$ cat config.mk
export PLATFORM = sky130hd
export DESIGN_NAME = ftdi_tx_stream_arbiter
export DESIGN_NICKNAME = d
export VERILOG_FILES = /design/src/rtl/ftdi_tx_stream_arbiter.sv
export SDC_FILE = /design/constraint.sdc
export NUM_CORES = 1
export LEC_CHECK = 0
export CORE_AREA = 2 2 101 84
export DETAILED_ROUTE_END_ITERATION = 8
export DIE_AREA = 0 0 103 86
export MAX_ROUTING_LAYER = met4
export PLACE_DENSITY = 0.85
export SLEW_MARGIN = 30
export SYNTH_ARGS = -nofsm -noshare
export SYNTH_HDL_FRONTEND = slang
export SYNTH_SLANG_ARGS = --single-unit
$ cat constraint.sdc
create_clock -name clk -period 6.2 [get_ports clk]
set_clock_uncertainty 0.15 [all_clocks]
set_input_delay 1.24 -clock clk [delete_from_list [all_inputs] [get_ports clk]]
set_output_delay 1.24 -clock clk [all_outputs]
set_load 0.02 [all_outputs]
$ cat src/rtl/ftdi_tx_stream_arbiter.sv
// ftdi_tx_stream_arbiter: packet-atomic round-robin mux of N AXI-streams onto the FTDI TX stream
module ftdi_tx_stream_arbiter #(
    parameter int         N         = 4,
    parameter int         EW        = 2,
    parameter bit         HDR_EN    = 1'b1,
    parameter logic [7:0] HDR_MAGIC = 8'hA5
) (
    input  logic                   clk,
    input  logic                   rst_async,
    input  logic [N-1:0]           s_tvalid,
    output logic [N-1:0]           s_tready,
    input  logic [N*(8<<EW)-1:0]   s_tdata,
    input  logic [N*(1<<EW)-1:0]   s_tkeep,
    input  logic [N-1:0]           s_tlast,
    input  logic                   m_tready,
    output logic                   m_tvalid,
    output logic [(8<<EW)-1:0]     m_tdata,
    output logic [(1<<EW)-1:0]     m_tkeep,
    output logic                   m_tlast,
    output logic [3:0]             grant_id,
    output logic                   busy
);
    localparam int DW = 8 << EW;
    localparam int KW = 1 << EW;
    localparam int GW = $clog2(N);

    typedef enum logic [1:0] {IDLE, HDR, DATA} state_t;

    state_t          state_q;
    logic [GW-1:0]   grant_q, ptr_q, pick_d, idx;
    logic            found;
    logic            m_tvalid_q, m_tlast_q;
    logic [DW-1:0]   m_tdata_q;
    logic [KW-1:0]   m_tkeep_q;
    logic            can_load, take;
    logic [DW-1:0]   hdr_word;

    assign can_load = !m_tvalid_q || m_tready;
    assign take     = state_q == DATA && can_load && s_tvalid[grant_q];
    assign hdr_word = DW'({HDR_MAGIC, 8'(grant_q)}) << (DW - 16);
    assign m_tvalid = m_tvalid_q;
    assign m_tdata  = m_tdata_q;
    assign m_tkeep  = m_tkeep_q;
    assign m_tlast  = m_tlast_q;
    assign grant_id = 4'(grant_q);
    assign busy     = state_q != IDLE;

    // first valid requester at or after the pointer, wrapping
    always_comb begin
        pick_d = ptr_q;
        found  = 1'b0;
        idx    = '0;
        for (int k = 0; k < N; k++) begin
            idx = GW'((int'(ptr_q) + k) % N);
            if (!found && s_tvalid[idx]) begin
                found  = 1'b1;
                pick_d = idx;
            end
        end
    end

    // only the granted requester sees ready, and only while a beat can be stored
    always_comb begin
        s_tready          = '0;
        s_tready[grant_q] = state_q == DATA && can_load;
    end

    // arbitration FSM and the single output register
    always_ff @(posedge clk or posedge rst_async) begin
        if (rst_async) begin
            state_q    <= IDLE;
            grant_q    <= '0;
            ptr_q      <= '0;
            m_tvalid_q <= 1'b0;
            m_tdata_q  <= '0;
            m_tkeep_q  <= '0;
            m_tlast_q  <= 1'b0;
        end else begin
            if (m_tready) m_tvalid_q <= 1'b0;
            case (state_q)
                IDLE: if (found) begin
                    grant_q <= pick_d;
                    state_q <= HDR_EN ? HDR : DATA;
                end
                HDR: if (can_load) begin
                    m_tvalid_q <= 1'b1;
                    m_tdata_q  <= hdr_word;
                    m_tkeep_q  <= '1;
                    m_tlast_q  <= 1'b0;
                    state_q    <= DATA;
                end
                DATA: if (take) begin
                    m_tvalid_q <= 1'b1;
                    m_tdata_q  <= s_tdata[grant_q*DW +: DW];
                    m_tkeep_q  <= s_tkeep[grant_q*KW +: KW];
                    m_tlast_q  <= s_tlast[grant_q];
                    if (s_tlast[grant_q]) begin
                        ptr_q   <= grant_q == GW'(N - 1) ? '0 : grant_q + GW'(1);
                        state_q <= IDLE;
                    end
                end
                default: state_q <= IDLE;
            endcase
        end
    end
endmodule

==> flow_metrics.py <==
metrics = {
    "grt": {
        "antenna_found_initial": 0,
        "grt_pass1_vias": 3204,
        "grt_usage_pct": 23.6,
        "grt_overflow_total": 0,
        "grt_max_degree": 45,
        "grt_pass1_wl_um": 15700,
    },
    "clocking": {
        "root_buffer": "clkbuf_8",
        "cts_resized": 0,
        "worstSkewPairLatency_ns": 0.28,
        "clk_path_buf_depth": 2,
        "cts_buffers": 5,
        "clkTransAtPathRegs_ns": 0.08,
        "post-cts-setup-buffers": 0,
        "cts_tree": "done",
        "ctsHoldBuffers": 0,
        "htreeDepth": 2,
        "numClockSinks": 44,
    },
    "floorplanning": {
        "fp.dieH_um": 86,
        "die_x_um": 103,
        "core-area_um2": 7760,
        "boundaryPins": 202,
        "fp-row-count": 29,
        "dieArea_um2": 8860,
        "initial_utilization_pct": 38.4,
    },
    "place": {
        "gp_congestion": 0.801,
        "port_buffers": 199,
        "dp_hpwl_um": 7700,
    },
    "setup_path": {
        "cp.required_ns": 4.81,
        "cp-start-kind": "primary input",
        "path_class": "primary input to primary output",
        "cp.arrival_ns": 2.81,
        "cp-end-kind": "primary output",
        "critical_path.max_fanout": 9,
    },
    "synthesis": {
        "syn_inst": 264,
        "syn_area_per_cell_um2": 11.3,
        "yosysUniqueCellTypes": 34,
        "yosysSeqAreaShare_pct": 36.9,
        "synthesis.area_um2": 2980,
        "synth_warnings": 0,
        "ys_ff_latch": 44,
    },
    "finish": {
        "syn2layout_area_growth_pct": 71.9,
        "drive_gt1_share_pct": 12.4,
        "final_nets": 612,
        "diodes": 0,
    },
    "flow_run": {
        "maxCapViolations": 0,
    },
    "drt": {
        "drt-initial-drc-count": 104,
        "ant_nets": 0,
        "dr.pass1.iters": 4,
        "vias_per_cell": 5.34,
        "route.vias.total": 2986,
        "wl_per_cell_um": 17.9,
        "routed_wl_um": 10000,
        "drc": 0,
    },
    "sta": {
        "min_period_over_period_pct": 67.8,
        "finalSetupTns_ns": 0,
        "final-setup-viol-count": 0,
        "hold_viol_final": 0,
        "whs_ns": 0.349,
        "rsz0062_at_grt": "no",
        "max_slew_margin_pct": 44.5,
        "timing.fmax_mhz": 238,
        "report.final.slew_viol_count": 0,
        "layout_min_cycle_time_ns": 4.20,
        "worstMarginPinSlew_ns": 0.831,
    },
    "status": {
        "status": "complete, no violations",
    },
    "pwr": {
        "leakage_uw": 0.00210,
        "p_per_area_nw_per_um2": 339,
        "vdd_drop_max_v": 0.000169,
    },
    "min_path": {
        "hold_class": "flip-flop to flip-flop",
    },
}
layer usage:
| metal | global-route usage [%] | share of wire [%] | up-vias |
|---|---|---|---|
| met2 | 42.1 | 53 | 157 |
| met3 | 4.48 | 7.7 | 14 |
| li1 | - | - | 1360 |
| met4 | 6.22 | 1.5 | 0 |
| met5 | - | 0 | - |
| met1 | 27.2 | 38 | 1455 |
metrics by stage:
step / cell area (µm²) / instances / setup slack, ns / total power (µW) / utilization [%]
finish: 5120 / 559 / 2.00 / 1740 / 66.0
floorplan: 2990 / 265 / 3.06 / 1130 / -
global placement: 4990 / 550 / 2.06 / 1490 / 64.3
detailed placement: 5000 / 550 / 2.00 / 1520 / 64.3
CTS: 5100 / 558 / 1.99 / 1750 / 65.7
global route: 5120 / 559 / 1.94 / 1850 / 66.0
layout by cell type (no fill, tap or decap), types with 3 or more instances in the layout:
cell type        instances
mux4_2                  36
and3_1                   4
ha_1                     7
nor2b_1                  4
clkdlybuf4s50_1        199
clkbuf_8                 5
nor2_1                   3
mux2i_1                  3
inv_1                    7
dfrtp_1                 42
nand3_1                 55
o21ai_0                  4
nand2_1                 30
buf_4                    3
o21a_1                   3
o22a_1                   7
a21oi_1                  9
critical path: stages:
cell,delay [ns]
clkdlybuf4s50_1,0.48
nand2b_1,0.28
and3_1,0.21
clkdlybuf4s50_1,0.60
sequential cells by signal (all words and copies together) (netlist names):
register  flops
grant_q       2
m_tdata      32
m_tkeep       4
m_tlast       1
m_tvalid      1
ptr_q         2
state_q       2
logic make-up after synthesis:
| family | share of synthesized area (%) |
|---|---|
| flip-flops | 36.9 |
| buffers and inverters | 5.79 |
| multiplexers | 29.8 |
| adder cells (fa/ha/maj) | 2.94 |
| AND/OR/NAND/NOR | 17.5 |
| other | 0.126 |
| AO/OA/AOI/OAI | 6.84 |
synth_stat cells:
library cell  instances  area, µm²
nand3_1              55        275
dfrtp_1              44       1100
mux4_2               36        811
nand2_1              30        113
a21oi_1               9       45.0
buf_2                 9       45.0
inv_1                 8       30.0
clkbuf_1              7       26.3
ha_1                  7       87.6
o22a_1                7       61.3
and3_1                5       31.3
buf_6                 4       45.0
nor2b_1               4       25.0
o21ai_0               4       20.0
buf_1                 3       11.3
mux2i_1               3       30.0
nor2_1                3       11.3
o21a_1                3       22.5
a21o_1                2       15.0
a31oi_1               2       12.5
buf_4                 2       15.0
mux2_1                2       22.5
nand2_4               2       22.5
nand2b_1              2       12.5
nor3_1                2       10.0
a211o_1               1       8.76
a221o_1               1       10.0
a221oi_1              1       8.76
conb_1                1       3.75
mux2_2                1       11.3
mux2_4                1       15.0
nand3_2               1       10.0
nor4_1                1       6.26
or3_1                 1       6.26
final timing paths:
| path | start | endpoint | slack (ns) | cells after the start |
|---|---|---|---|---|
| worst max register to register | grant_q[0]$_DFFE_PP0P_ | m_tdata[16]$_DFFE_PP0P_ | 2.86 | 5 |
| worst min register to register | m_tdata[18]$_DFFE_PP0P_ | m_tdata[18]$_DFFE_PP0P_ | 0.35 | 2 |
| min in group asynchronous | rst_async | m_tdata[28]$_DFFE_PP0P_ | 1.23 | 2 |
| worst max-delay path | m_tready | s_tready[1] | 2.00 | 4 |
| worst min-delay path | m_tdata[18]$_DFFE_PP0P_ | m_tdata[18]$_DFFE_PP0P_ | 0.35 | 2 |
| max in group asynchronous | rst_async | grant_q[1]$_DFFE_PP0P_ | 4.16 | 2 |
area by class of cell:
cell class,count,area [µm²]
timing repair buffer,203,2030
clock buffer,6,72.6
clock inverter,2,35.0
inverter,8,31.3
tap,108,135
multi-input combinational,188,1710
fill,639,2640
sequential,44,1100
where the power goes:
| group | total (µW) | internal (µW) | leakage (µW) | switching, µW |
|---|---|---|---|---|
| clock network | 216 | 120 | 0.0000552 | 96.1 |
| logic | 1040 | 541 | 0.00149 | 498 |
| registers | 483 | 382 | 0.000554 | 101 |
(Power assumes the default switching activity.)
